==> src/rtl/seq_bit_serializer_pkg.sv <==
// Shared definitions for the serial chain: serializer FSM encoding, default
// word width and the detect pattern used by the downstream sequence detector.
package seq_bit_serializer_pkg;

  typedef logic [0:0] state_t;

  localparam state_t ST_IDLE  = 1'b0;
  localparam state_t ST_SHIFT = 1'b1;

  localparam int DEFAULT_WIDTH = 6;

  localparam logic [5:0] DETECT_PATTERN = 6'b010110;

endpackage

==> src/rtl/seq_bit_holdreg.sv <==
// One-entry holding register with valid/ready fill and an FSM-driven drain.
// in_ready comes straight from a flop so it never depends on in_valid or bit_en.
module seq_bit_holdreg
  import seq_bit_serializer_pkg::*;
#(
  parameter int WIDTH = DEFAULT_WIDTH
) (
  input  logic             clk,
  input  logic             reset,
  input  logic             in_valid,
  input  logic [WIDTH-1:0] in_data,
  output logic             in_ready,
  input  logic             drain,
  output logic             hold_full,
  output logic [WIDTH-1:0] hold_data
);

  logic             full_r;
  logic             ready_r;
  logic [WIDTH-1:0] data_r;
  logic             fill_s;

  assign fill_s = in_valid & ready_r;

  // Fill needs an empty entry and drain needs a full one, so they never collide.
  always_ff @(posedge clk or posedge reset) begin
    if (reset) begin
      full_r  <= 1'b0;
      ready_r <= 1'b1;
      data_r  <= {WIDTH{1'b0}};
    end else if (fill_s) begin
      full_r  <= 1'b1;
      ready_r <= 1'b0;
      data_r  <= in_data;
    end else if (drain && full_r) begin
      full_r  <= 1'b0;
      ready_r <= 1'b1;
    end
  end

  assign in_ready  = ready_r;
  assign hold_full = full_r;
  assign hold_data = data_r;

endmodule

==> src/rtl/seq_bit_serializer.sv <==
// Parallel-to-serial feeder for the sequence detector: words arrive over
// valid/ready and leave one bit per bit_en strobe on the registered line x.
module seq_bit_serializer
  import seq_bit_serializer_pkg::*;
#(
  parameter int WIDTH     = DEFAULT_WIDTH,
  parameter bit MSB_FIRST = 1'b1,
  parameter bit IDLE_BIT  = 1'b1
) (
  input  logic             clk,
  input  logic             reset,
  input  logic             bit_en,
  input  logic             in_valid,
  input  logic [WIDTH-1:0] in_data,
  output logic             in_ready,
  output logic             x,
  output logic             x_valid,
  output logic             word_start,
  output logic             busy
);

  localparam int            CW   = $clog2(WIDTH);
  localparam logic [CW-1:0] LAST = CW'(WIDTH - 1);

  state_t           state_r, state_nxt_s;
  logic [WIDTH-1:0] shreg_r, shreg_nxt_s;
  logic [CW-1:0]    count_r, count_nxt_s;
  logic             x_r, x_nxt_s;
  logic             x_valid_r, x_valid_nxt_s;
  logic             word_start_r, word_start_nxt_s;
  logic             busy_r, busy_nxt_s;
  logic             hold_full_s;
  logic [WIDTH-1:0] hold_data_s;
  logic             load_s;
  logic             drain_s;
  logic             fill_s;

  seq_bit_holdreg #(
    .WIDTH(WIDTH)
  ) u_hold (
    .clk       (clk),
    .reset     (reset),
    .in_valid  (in_valid),
    .in_data   (in_data),
    .in_ready  (in_ready),
    .drain     (drain_s),
    .hold_full (hold_full_s),
    .hold_data (hold_data_s)
  );

  assign fill_s  = in_valid & in_ready;
  assign drain_s = load_s;

  // Next-state logic: everything advances only on bit_en strobes.
  always_comb begin
    state_nxt_s      = state_r;
    shreg_nxt_s      = shreg_r;
    count_nxt_s      = count_r;
    x_nxt_s          = x_r;
    x_valid_nxt_s    = x_valid_r;
    word_start_nxt_s = word_start_r;
    load_s           = 1'b0;
    if (bit_en) begin
      case (state_r)
        ST_IDLE:  load_s = hold_full_s;
        ST_SHIFT: load_s = hold_full_s & (count_r == LAST);
        default:  load_s = 1'b0;
      endcase
      if ((state_r == ST_SHIFT) && (count_r != LAST)) begin
        // Rotate rather than zero-fill; the wrapped bit is never shown.
        if (MSB_FIRST) begin
          shreg_nxt_s = {shreg_r[WIDTH-2:0], shreg_r[WIDTH-1]};
          x_nxt_s     = shreg_r[WIDTH-2];
        end else begin
          shreg_nxt_s = {shreg_r[0], shreg_r[WIDTH-1:1]};
          x_nxt_s     = shreg_r[1];
        end
        count_nxt_s      = count_r + {{(CW-1){1'b0}}, 1'b1};
        word_start_nxt_s = 1'b0;
      end else if (load_s) begin
        state_nxt_s      = ST_SHIFT;
        shreg_nxt_s      = hold_data_s;
        x_nxt_s          = MSB_FIRST ? hold_data_s[WIDTH-1] : hold_data_s[0];
        count_nxt_s      = {CW{1'b0}};
        x_valid_nxt_s    = 1'b1;
        word_start_nxt_s = 1'b1;
      end else begin
        state_nxt_s      = ST_IDLE;
        x_nxt_s          = IDLE_BIT;
        x_valid_nxt_s    = 1'b0;
        word_start_nxt_s = 1'b0;
      end
    end else begin
      load_s = 1'b0;
    end
    busy_nxt_s = (state_nxt_s == ST_SHIFT) | fill_s | (hold_full_s & ~drain_s);
  end

  // State, shifter and registered serial outputs.
  always_ff @(posedge clk or posedge reset) begin
    if (reset) begin
      state_r      <= ST_IDLE;
      shreg_r      <= {WIDTH{1'b0}};
      count_r      <= {CW{1'b0}};
      x_r          <= IDLE_BIT;
      x_valid_r    <= 1'b0;
      word_start_r <= 1'b0;
      busy_r       <= 1'b0;
    end else begin
      state_r      <= state_nxt_s;
      shreg_r      <= shreg_nxt_s;
      count_r      <= count_nxt_s;
      x_r          <= x_nxt_s;
      x_valid_r    <= x_valid_nxt_s;
      word_start_r <= word_start_nxt_s;
      busy_r       <= busy_nxt_s;
    end
  end

  assign x          = x_r;
  assign x_valid    = x_valid_r;
  assign word_start = word_start_r;
  assign busy       = busy_r;

endmodule

==> config.mk <==
export PLATFORM = sky130hd
export DESIGN_NAME = seq_bit_serializer
export DESIGN_NICKNAME = d
export VERILOG_FILES = /design/src/rtl/seq_bit_serializer_pkg.sv /design/src/rtl/seq_bit_holdreg.sv /design/src/rtl/seq_bit_serializer.sv
export SDC_FILE = /design/constraint.sdc
export NUM_CORES = 1
export LEC_CHECK = 0
export CORE_MARGIN = 3
export CORE_UTILIZATION = 46
export DETAILED_ROUTE_END_ITERATION = 16
export HOLD_SLACK_MARGIN = 0.12
export PLACE_DENSITY_LB_ADDON = 0.05
export SLEW_MARGIN = 20
export SYNTH_ARGS = -nofsm -noshare
export SYNTH_HDL_FRONTEND = slang
export SYNTH_SLANG_ARGS = --single-unit
==> constraint.sdc <==
create_clock -name clk -period 4.09 [get_ports clk]
set_clock_uncertainty 0.2 [all_clocks]
set_input_delay 0.818 -clock clk [delete_from_list [all_inputs] [get_ports clk]]
set_output_delay 0.818 -clock clk [all_outputs]
set_load 0.1 [all_outputs]
==> impl_metrics.json, run 1 <==
{
  "outcome": "finished, final reports clean",
  "power.internal_uw": 383,
  "cp.arrival_ps": 2030,
  "grt.busiest_layer": "met2",
  "initial_core_util_pct": 49.7,
  "post-route-min-period_ps": 3040,
  "post-cts-setup-buffer-count": 0,
  "die_w_um": 52.5,
  "nNetsFinal": 113,
  "crit_buf_inv": 1,
  "p_sw_uw": 121,
  "layout-area-overhead-vs-synth_pct": 20.0,
  "swShare_pct": 24.0,
  "io_pins": 15,
  "diodes": 0,
  "cts_root_buf": "clkbuf_4",
  "p_comb_share_pct": 14.6,
  "drc_errors": 0,
  "numCtsBuffers": 3,
  "hold_class": "reg2reg",
  "cp-start-kind": "flop",
  "synthAdderAreaFrac_pct": 2.52,
  "core_um2": 2000,
  "clkLatencyLatePin_ps": 310,
  "fmax_mhz": 328,
  "clockBufferDepth": 2,
  "path_class": "reg2out",
  "async_flop_share_pct": 100,
  "worstPathMaxFanout": 4,
  "worstPathCellList": "clkdlybuf4s50_1",
  "synth_seq_area_share_pct": 55.6,
  "port_buffers": 14,
  "yosys_most_used_dff": "dfrtp_1",
  "yosysUniqueCellTypes": 29,
  "crit_slowest_cell": "clkdlybuf4s50_1",
  "max_slew_margin_pct": 35.2,
  "setup_viol_count_final": 0,
  "rows": 16,
  "routedWlPerCell_um": 13.7,
  "tightestPinTransition_ps": 969,
  "cts_tree": "done",
  "synth_top_area_cell": "dfrtp_1",
  "holdBufCountCts": 0,
  "synth_xor_area_share_pct": 0,
  "grt_pass1_vias": 631,
  "power_frac_clock_pct": 33.1,
  "clkTransAtPathRegs_ps": 130,
  "syn_area_um2": 995,
  "hpwl_um": 1160,
  "ctsHtreeMaxLevel": 1,
  "via_per_inst": 5.46,
  "hold_ws_ps": 301,
  "grt_max_degree": 23,
  "synth_top_family_by_area": "compound AO/OA/AOI/OAI gates",
  "slew_viol_final": 0,
  "dr_total_vias": 694,
  "grt_pass1_wl_um": 2920,
  "drt_wl_total_um": 1740,
  "final_common_cell": "dfrtp_1",
  "pwr-share-seq_pct": 52.3,
  "grt_overflow": 0,
  "grtUsageMet2_pct": 24.2,
  "dr.pass1.iters": 4,
  "yosys_warnings": 0,
  "synth-simple-area-share_pct": 11.9,
  "gp_congestion": 0.676,
  "synthTopCellsByArea": "dfrtp_1, mux2_2, dfstp_2, a221oi_1, inv_1",
  "antenna_found_initial": 0,
  "clock-sinks": 22,
  "period_share_pct": 74.4,
  "synth_enable_flop_cells": 0,
  "synth_nets": 97,
  "cts_resized": 0,
  "drive_gt1_share_pct": 16.0,
  "critPathMaxStageDelay_ps": 1130,
  "p_leak_uw": 0.000550,
  "cp_top_family": "buffers and inverters",
  "finalSetupTns_ps": 0,
  "synth_cells": 85,
  "rsz0062_at_grt": "false",
  "drtAntennaViolNets": 0,
  "drt_iter0_drc": 12,
  "grt_use_total_pct": 14.5,
  "die_area_um2": 2760,
  "worstSetupEndpointType": "primary output",
  "crit_required_ps": 3070,
  "yosysTopAreaCellShare_pct": 50.3,
  "final_cell_mix": "dfrtp_1, clkdlybuf4s50_1, inv_1",
  "powerDensity_nw_per_um2": 423,
  "syn_avg_cell_area_um2": 11.7,
  "met3_usage_pct": 4.56,
  "hold_violations": 0,
  "synth-compound-area-share_pct": 16.6,
  "muxShareOfSynthArea_pct": 6.79,
  "maxCapViolCount": 0,
  "ys_ff_latch": 22,
  "ir_drop_v": 0.000372,
  "die_y_um": 52.5,
  "grtUsageMet1_pct": 17.9
}
==> flip-flops by register name, summed over array words and instances (netlist names) <==
signal and count:
shreg_r 6, u_hold.hold_data 6, count_r 3, busy 1, state_r 1, u_hold.hold_full 1, u_hold.in_ready 1, word_start 1
x 1, x_valid 1
==> final cells by class <==
type                    instances  area (µm²)
well taps                      27        33.8
fillers                       181         808
flip-flops and latches         22         553
inverters                      10        37.5
clock buffers                   3        22.5
multi-input cells              50         377
repair buffers                 14         140
clock inverters                 1        30.0
==> stage by stage <==
stage / cells / instance area, µm² / setup slack (ps) / util (%) / total power (µW)
after floorplan: 85 / 995 / 2170 / - / 319
after global placement: 123 / 1140 / 1420 / 57.0 / 338
after detailed placement: 123 / 1140 / 1400 / 57.0 / 343
after CTS: 127 / 1190 / 1040 / 59.6 / 509
after global routing: 127 / 1190 / 1000 / 59.6 / 529
final: 127 / 1190 / 1050 / 59.6 / 504
==> per-layer routing <==
metal  wire, µm  share of wire [%]  up-vias
met5          0                  0        -
met4         13               0.75        0
met3         74                4.3        2
met2        867                 50       13
met1        781                 45      341
li1           -                  -      338
==> worst paths after layout <==
check / from / endpoint / slack, ps / cells after the start
hold / removal: x_valid / x_valid / 300 / 1
setup reg to reg: count_r[0] / shreg_r[2] / 2000 / 4
hold reg to reg: x_valid / x_valid / 300 / 1
min in group asynchronous: reset / u_hold.hold_data[4] / 740 / 2
max in group asynchronous: reset / u_hold.hold_data[2] / 2440 / 2
setup / recovery: u_hold.in_ready / in_ready / 1050 / 1
==> Yosys cell counts, types with 2 or more instances <==
cell / count
a221oi_1: 5
o2bb2ai_1: 3
inv_1: 9
nand2b_1: 2
nand2_1: 3
nor2_1: 6
buf_6: 2
mux2_2: 6
nor3b_1: 2
dfrtp_1: 20
ha_1: 2
o21ai_0: 3
nor3_1: 5
dfstp_2: 2
==> power by group through the flow <==
stage          Sequential [µW]  Combinational (µW)  Clock, µW
6_report                   264                73.8        167
5_1_grt                    268                83.2        177
4_1_cts                    264                75.9        169
3_5_place_dp               269                74.1          0
3_3_place_gp               267                70.8          0
2_1_floorplan              264                55.8          0
==> kinds of logic (layout without fill, tap and decap cells) <==
kind of cell | count (synthesis) | in the layout
compound gates | 19 | 19
fa+ha+maj | 2 | 2
buf+inv | 13 | 28
flops | 22 | 22
mux | 6 | 6
simple gates | 23 | 23
(Power assumes the default switching activity.)
==> inputs of run 2 (changes only) <==
==> constraint.sdc (replaced) <==
create_clock -name clk -period 2.75 [get_ports clk]
set_clock_uncertainty 0.2 [all_clocks]
set_input_delay 0.55 -clock clk [delete_from_list [all_inputs] [get_ports clk]]
set_output_delay 0.55 -clock clk [all_outputs]
set_load 0.1 [all_outputs]
==> run 2 against run 1 <==
Critical endpoint unchanged; sequential share of layout area fell by 0.097 points; critical path type unchanged; non-clock buffer count is 2 higher; global-route usage is 0.069 points lower.
==> impl_metrics.json, run 2 (same netlist as run 1, synthesis figures left out) <==
{
  "grt_overflow": 0,
  "whs_path_depth": 1,
  "period_share_pct": 70.3,
  "final_common_cell": "dfrtp_1",
  "die_w_um": 52.5,
  "setup.worst_path.start": "u_hold.in_ready",
  "finalSetupTns_ps": 0,
  "post-route-min-period_ps": 1930,
  "crit_buf_inv": 1,
  "grt_max_degree": 23,
  "cts_root_buf": "clkbuf_4",
  "slew_viol_final": 0,
  "max_slew_margin_pct": 75.7,
  "reg2reg_from": "count_r[0]",
  "diodes": 0,
  "gp_congestion": 0.742,
  "die_y_um": 52.5,
  "fin_total_pwr_uw": 747,
  "clkLatencyLatePin_ps": 310,
  "numCtsBuffers": 3,
  "routedWlPerCell_um": 13.2,
  "ctsHtreeMaxLevel": 1,
  "die_area_um2": 2760,
  "crit_cells": 1,
  "path_class": "reg2out",
  "hpwl_um": 1190,
  "port_buffers": 14,
  "drtAntennaViolNets": 0,
  "drt_wl_total_um": 1700,
  "clock-sinks": 22,
  "holdBufCountCts": 0,
  "hp-start": "shreg_r[5]",
  "layout-area-overhead-vs-synth_pct": 20.3,
  "rows": 16,
  "drc_errors": 0,
  "antenna_found_initial": 0,
  "hold_class": "reg2reg",
  "maxCapViolCount": 0,
  "outcome": "finished, final reports clean",
  "worstPathCellList": "buf_4",
  "powerDensity_nw_per_um2": 624,
  "drt_iter0_drc": 11,
  "grt_pass1_wl_um": 2860,
  "grt_pass1_vias": 650,
  "rr_worst_depth": 4,
  "drive_gt1_share_pct": 22.5,
  "post-cts-setup-buffer-count": 0,
  "cp-start-kind": "flop",
  "setup_viol_count_final": 0,
  "rsz0062_at_grt": "false",
  "grt_use_total_pct": 14.4,
  "p_leak_uw": 0.000568,
  "clkTransAtPathRegs_ps": 130,
  "critPathMaxStageDelay_ps": 580,
  "fmax_mhz": 517,
  "worstPathMaxFanout": 4,
  "hold_violations": 0,
  "hold_ws_ps": 309,
  "io_pins": 15,
  "crit_required_ps": 2000,
  "worstSetupEndpointType": "primary output",
  "crit_slowest_cell": "dfstp_2",
  "clockBufferDepth": 2,
  "tightestPinTransition_ps": 364,
  "ir_drop_v": 0.000629,
  "core_um2": 2000,
  "cts_resized": 0,
  "cts_tree": "done",
  "fillCellCount": 182,
  "cp.arrival_ps": 1180,
  "final_cell_mix": "dfrtp_1, inv_1, clkdlybuf4s50_1",
  "dr.pass1.iters": 4,
  "dr_total_vias": 696,
  "via_per_inst": 5.40,
  "cp_top_family": "flip-flops",
  "initial_core_util_pct": 49.7,
  "nNetsFinal": 115
}
[run 2: layer usage]
| layer | vias up | global-route usage [%] | share of wire (%) | routed length, µm |
|---|---|---|---|---|
| met5 | - | 0 | 0 | 0 |
| met4 | 0 | 4.68 | 1.2 | 21 |
| met3 | 4 | 5.70 | 4.6 | 79 |
| met2 | 13 | 22.5 | 47 | 800 |
| met1 | 334 | 18.2 | 47 | 800 |
| li1 | 345 | - | - | - |
[run 2: cell type report]
class / instances / area, µm² / share of cell area (%)
clock buffers: 3 / 22.5 / 1.88
multi-input cells: 50 / 377 / 31.5
inverters: 10 / 37.5 / 3.14
well taps: 27 / 33.8 / 2.82
repair buffers: 16 / 143 / 11.9
flip-flops and latches: 22 / 553 / 46.2
clock inverters: 1 / 30.0 / 2.51
[run 2: per-stage QoR]
step,instance area [µm²],setup slack (ps),util [%],std cells
floorplan,995,955,-,85
global placement,1140,590,57.1,125
detailed placement,1140,545,57.1,125
CTS,1200,798,59.8,129
global route,1200,750,59.8,129
finish,1200,816,59.8,129
[run 2: power by group]
| group | leakage (µW) | total [µW] | switching [µW] | internal [µW] |
|---|---|---|---|---|
| logic | 0.000272 | 110 | 50.7 | 59.2 |
| clock network | 0.0000279 | 244 | 96.7 | 147 |
| registers | 0.000268 | 393 | 27.9 | 365 |
| total | 0.000568 | 747 | 175 | 571 |
[run 2: worst paths after layout]
path	slack (ps)	endpoint
max	820	in_ready
min	310	shreg_r[5]
max reg2reg	870	shreg_r[0]
min reg2reg	310	shreg_r[5]
max in group asynchronous	1730	x
min in group asynchronous	350	u_hold.hold_data[4]
